--- src/rtl/game_timer_pkg.sv ---
// Shared defaults and FSM state encoding for the game countdown timer.
package game_timer_pkg;

    localparam int unsigned DEFAULT_CLK_HZ       = 100_000_000;
    localparam int unsigned DEFAULT_GAME_SECONDS = 30;
    localparam int unsigned DEFAULT_WARN_SECONDS = 5;

    typedef enum logic [1:0] {
        ST_LOADED  = 2'b00,
        ST_RUN     = 2'b01,
        ST_EXPIRED = 2'b10
    } state_t;

endpackage

--- src/rtl/game_timer_tick_gen.sv ---
// Prescaler: counts enabled cycles and flags the cycle on which it wraps at CLK_HZ-1.
module tick_gen
    import game_timer_pkg::*;
#(
    parameter int unsigned CLK_HZ = DEFAULT_CLK_HZ
) (
    input  logic clk,
    input  logic reset,
    input  logic clear,
    input  logic enable,
    output logic tick
);

    localparam int unsigned    CW   = $clog2(CLK_HZ);
    localparam logic [CW-1:0]  LAST = CW'(CLK_HZ - 1);

    logic [CW-1:0] r_cnt;

    // Combinational so the owner can register its decrement on the wrap edge.
    assign tick = enable && !clear && (r_cnt == LAST);

    always_ff @(posedge clk or posedge reset) begin
        if (reset)
            r_cnt <= '0;
        else if (clear)
            r_cnt <= '0;
        else if (enable)
            r_cnt <= tick ? '0 : r_cnt + CW'(1);
    end

endmodule

--- src/rtl/game_timer.sv ---
// Game countdown: LOADED/RUN/EXPIRED FSM driving a two-digit BCD seconds counter.
module game_timer
    import game_timer_pkg::*;
#(
    parameter int unsigned CLK_HZ       = DEFAULT_CLK_HZ,
    parameter int unsigned GAME_SECONDS = DEFAULT_GAME_SECONDS,
    parameter int unsigned WARN_SECONDS = DEFAULT_WARN_SECONDS
) (
    input  logic       clk,
    input  logic       reset,
    input  logic       game_active,
    input  logic       sys_reset,
    output logic       time_up,
    output logic [3:0] sec_tens,
    output logic [3:0] sec_ones,
    output logic       warn,
    output logic       sec_tick
);

    localparam logic [3:0] RELOAD_TENS = 4'(GAME_SECONDS / 10);
    localparam logic [3:0] RELOAD_ONES = 4'(GAME_SECONDS % 10);
    localparam logic [6:0] WARN_VAL    = 7'(WARN_SECONDS);

    state_t     r_state, w_state_nxt;
    logic [3:0] r_tens, r_ones, w_tens_nxt, w_ones_nxt;
    logic       r_time_up, w_time_up_nxt;
    logic       r_warn, w_warn_nxt;
    logic       r_sec_tick, w_sec_tick_nxt;
    logic       w_tick;
    logic [6:0] w_val_nxt;

    tick_gen #(.CLK_HZ(CLK_HZ)) u_tick_gen (
        .clk    (clk),
        .reset  (reset),
        .clear  (sys_reset),
        .enable ((r_state == ST_RUN) && game_active),
        .tick   (w_tick)
    );

    always_ff @(posedge clk or posedge reset) begin
        if (reset) begin
            r_state    <= ST_LOADED;
            r_tens     <= RELOAD_TENS;
            r_ones     <= RELOAD_ONES;
            r_time_up  <= 1'b0;
            r_warn     <= 1'b0;
            r_sec_tick <= 1'b0;
        end else begin
            r_state    <= w_state_nxt;
            r_tens     <= w_tens_nxt;
            r_ones     <= w_ones_nxt;
            r_time_up  <= w_time_up_nxt;
            r_warn     <= w_warn_nxt;
            r_sec_tick <= w_sec_tick_nxt;
        end
    end

    always_comb begin
        w_state_nxt    = r_state;
        w_tens_nxt     = r_tens;
        w_ones_nxt     = r_ones;
        w_time_up_nxt  = r_time_up;
        w_sec_tick_nxt = 1'b0;
        if (sys_reset) begin
            w_state_nxt   = ST_LOADED;
            w_tens_nxt    = RELOAD_TENS;
            w_ones_nxt    = RELOAD_ONES;
            w_time_up_nxt = 1'b0;
        end else begin
            case (r_state)
                ST_LOADED: if (game_active) w_state_nxt = ST_RUN;
                ST_RUN: if (w_tick) begin
                    w_sec_tick_nxt = 1'b1;
                    if (r_tens == 4'd0 && r_ones == 4'd1) begin
                        w_state_nxt   = ST_EXPIRED;
                        w_ones_nxt    = 4'd0;
                        w_time_up_nxt = 1'b1;
                    end else if (r_ones == 4'd0) begin
                        w_ones_nxt = 4'd9;
                        w_tens_nxt = r_tens - 4'd1;
                    end else begin
                        w_ones_nxt = r_ones - 4'd1;
                    end
                end
                ST_EXPIRED: begin
                    w_tens_nxt    = 4'd0;
                    w_ones_nxt    = 4'd0;
                    w_time_up_nxt = 1'b1;
                end
                default: w_state_nxt = ST_LOADED;
            endcase
        end
    end

    // warn is registered from the next-state view so it lines up with the digits it describes.
    assign w_val_nxt  = 7'(w_tens_nxt) * 7'd10 + 7'(w_ones_nxt);
    assign w_warn_nxt = (w_state_nxt == ST_RUN) && (w_val_nxt != 7'd0) && (w_val_nxt <= WARN_VAL);

    assign time_up  = r_time_up;
    assign sec_tens = r_tens;
    assign sec_ones = r_ones;
    assign warn     = r_warn;
    assign sec_tick = r_sec_tick;

endmodule

--- config.mk ---
export PLATFORM = sky130hd
export DESIGN_NAME = game_timer
export DESIGN_NICKNAME = d
export VERILOG_FILES = /design/src/rtl/game_timer_pkg.sv /design/src/rtl/game_timer_tick_gen.sv /design/src/rtl/game_timer.sv
export SDC_FILE = /design/constraint.sdc
export NUM_CORES = 1
export LEC_CHECK = 0
export CORE_ASPECT_RATIO = 0.75
export CORE_MARGIN = 1
export CORE_UTILIZATION = 40
export CTS_CLUSTER_DIAMETER = 120
export DETAILED_ROUTE_END_ITERATION = 12
export GPL_TIMING_DRIVEN = 0
export RECOVER_POWER = 25
export SLEW_MARGIN = 40
export SYNTH_ARGS = -nofsm -noshare
export SYNTH_HDL_FRONTEND = slang
export SYNTH_SLANG_ARGS = --single-unit
--- constraint.sdc ---
create_clock -name clk -period 3.9 [get_ports clk]
set_input_delay 0.585 -clock clk [delete_from_list [all_inputs] [get_ports clk]]
set_output_delay 0.585 -clock clk [all_outputs]
set_load 0.02 [all_outputs]
==> run summary <==
status: complete, but fails checks
failing checks: max-capacitance violations, max-slew violations, negative setup slack
Crit Path Max Fanout: 8
hpwl dp: 4.71 mm
count of cell types in the netlist: 58
GRT Resource Usage Total: 0.210
DR WL/cell: 16.1 um
worst r2r src: u_tick_gen.r_cnt[1]
FMAX: 255 MHz
Post-Syn Area: 0.00268 mm^2
Syn Inst Count: 305
RSZ-0062 raised after global routing: yes
element type at the critical path end: flop
# placed instances: 400
Ys Warns: 0
hold depth: 1
Endpoint, Worst Hold: u_tick_gen.r_cnt[24]
Post-synth ARST share: 1.00
CTS tree: yes
clk root buf: clkbuf_8
setup violators final: 1
area of placed instances: 0.00294 mm^2
post-route setup TNS: -24.8 ps
CP Class: flop to flop
final net count: 357
DRT Pass-1 Iters: 4
drt drc: 0
period utilization: 1.01
Design Power: 783 uW
worst path buffer plus inverter count: 1
largest net degree at the start of global routing: 41
largest cells by area after synthesis: dfrtp_1 (36%), ha_1 (6.5%), o21ai_0 (6.5%), nor2_1 (4.5%), nand2_1 (4.3%)
Longest Clk Path Bufs: 2
vias in the first global route: 2,189
register bit total from synthesis: 40
required time worst endpoint: 4060 ps
final hold vios: 0
Sink Count: 40
Finished Layout Cells: 418
ratio of cells with drive above 1 in the final layout: 0.193
Max Clock Skew: 2.52 ps
Die Wd: 96.5 um
Placer Congestion: 0.856
CP arrival: 4090 ps
cell taking the most area after synthesis: dfrtp_1
setup ws final: -24.8 ps
crit path time final: 3920 ps
initial antenna violation count: 0
Die ar.: 0.00703 mm^2
largest stage delay on the critical path: 450 ps
Least-Margin Pin Slew: 1810 ps
critical path's top delay family: simple AND/OR/NAND/NOR gates
Vias: 2,366
1st-iter DRT viols: 166
antenna cell count: 0
crit path max-delay cell type: fa_1
PwrDens: 240 mW/mm^2
CTS clock-pin slew for the worst setup and hold paths: 80 ps
min-delay worst type: flop to flop
Mapped Avg Cell Area: 8.77 um^2
cell area after layout: 0.00327 mm^2
starting density of the core: 0.419
Slew Viols, Final: 41
hold path startpoint: u_tick_gen.r_cnt[24]
worst vdd ir: 0.109 mV
CP startpoint kind: flop
reg-to-reg setup timing slack: -20 ps
# IOs: 15
GR Overflow Total: 0
IO buf count: 14
core area: 0.00638 mm^2
hold_buf cts: 0
sequential share of the synthesized area: 0.375
Post-Place Setup Slack: -978 ps
Max-Cap Viols: 1
CTS Buf Count: 5
Post-Syn Nets: 325
CTS HTree Levels: 2
R2R cell count: 14
Chip Height: 72.8 um
DR vias/cell: 5.66
Post-DRT Antenna Nets: 0
FF-to-FF End: warn
Layout area overhead: 22.1%
ys flop type: dfrtp_1
Synth top area share: 0.355
Slew Limit Headroom: -0.214
row cnt: 25
total wire length: 6.71 mm
Leak: 1.35 nW
worst-skew pair later-pin latency: 290 ps
first-pass GRT wire length: 11.2 mm
Post-synth EDFFs: 0
crit path cell chain: ha_4 > and3_4 > nand2_4 > nor4_4 > nand3b_1 > mux2i_1 > a221o_1 > buf_4 > ha_1 > fa_1 > xor2_1 > nor3_1 > a21boi_1 > a2111oi_4
==> per-stage QoR <==
stage / hold WS (ps) / util
floorplan: 472 / -
global placement: 508 / 0.461
detailed placement: 515 / 0.461
CTS: 529 / 0.498
global route: 544 / 0.512
finish: 525 / 0.512
==> per-layer routing <==
metal	vias to the layer above	global-route usage	wire length [um]
met5	-	0	0
met4	0	0.0261	27
met3	4	0.0406	267
met2	38	0.289	2820
met1	1164	0.342	3600
li1	1160	-	-
==> final cells by class <==
class,count,area [um^2]
fill,615,3110
multi-input combinational,240,1740
sequential,40,1010
timing repair buffer,26,234
tap,81,101
clock buffer,7,76.3
inverter,16,61.3
buffer,8,46.3
==> cell usage in the layout (no fill, tap or decap), types with 3 or more instances in the layout <==
master	count
o21ai_0	34
dfrtp_1	32
nor2_1	31
nand2_1	29
inv_1	14
a21oi_1	13
nand3_1	13
buf_4	12
clkdlybuf4s50_1	11
nand4_1	10
ha_1	10
xor2_1	8
nor3_1	7
clkbuf_1	6
clkbuf_8	6
dfrtp_2	6
and3_1	4
o31ai_1	4
xnor2_1	4
mux2i_1	4
and3b_1	3
and4_1	3
nor4_1	3
==> report_power, final <==
part | leakage, nW | internal, mW | switching [mW] | total (mW)
Sequential | 0.541 | 0.419 | 0.00455 | 0.424
Combinational | 0.766 | 0.0319 | 0.0560 | 0.0879
Clock | 0.0383 | 0.124 | 0.148 | 0.272
Total | 1.35 | 0.575 | 0.208 | 0.783
==> what timing repair did <==
action,in CTS,in global routing
endpoints found under the setup margin,1,1
gates resized for setup,24,12
pin swaps,7,5
setup buffers,8,4
hold endpoints to repair,0,0
==> synth_stat cells, types with 2 or more instances <==
| master | n |
|---|---|
| a21o_1 | 2 |
| a21oi_1 | 13 |
| a31oi_1 | 2 |
| and2_1 | 4 |
| and3_1 | 5 |
| and3b_1 | 3 |
| and4_1 | 3 |
| buf_2 | 2 |
| clkbuf_1 | 6 |
| dfrtp_1 | 38 |
| dfstp_2 | 2 |
| fa_1 | 2 |
| ha_1 | 14 |
| inv_1 | 16 |
| mux2i_1 | 4 |
| nand2_1 | 31 |
| nand3_1 | 13 |
| nand4_1 | 10 |
| nor2_1 | 32 |
| nor3_1 | 7 |
| nor3b_1 | 3 |
| nor4_1 | 3 |
| nor4_2 | 2 |
| nor4_4 | 2 |
| nor4bb_1 | 2 |
| o21ai_0 | 35 |
| o31ai_1 | 4 |
| or3_1 | 3 |
| xnor2_1 | 5 |
| xor2_1 | 9 |
==> cell families (layout without fill, tap and decap cells) <==
family	Yosys count	in the layout	share of synthesized area
AOI/OAI and AO/OA	69	69	0.156
xor gates and xnor gates	14	14	0.0458
adders and majority gates	16	16	0.0804
buffers and inverters	25	57	0.0374
DFF	40	40	0.375
muxes	5	5	0.0192
and+or+nand+nor	136	136	0.287
==> flip-flops by register name, summed over array words and instances (netlist names) <==
signal	flops
sec_tick	1
r_state	2
sec_ones	4
sec_tens	4
warn	1
time_up	1
u_tick_gen.r_cnt	27
==> worst max-delay path by stage <==
stage / start / endpoint / slack, ps / cells after the start
final: u_tick_gen.r_cnt[1] / warn / -20 / 14
after floorplan: u_tick_gen.r_cnt[19] / warn / 30 / 15
after global placement: game_active / warn / -930 / 16
after detailed placement: game_active / warn / -980 / 16
after CTS: sys_reset / warn / 3 / 17
after global routing: u_tick_gen.r_cnt[1] / warn / -170 / 16
(Power assumes the default switching activity.)
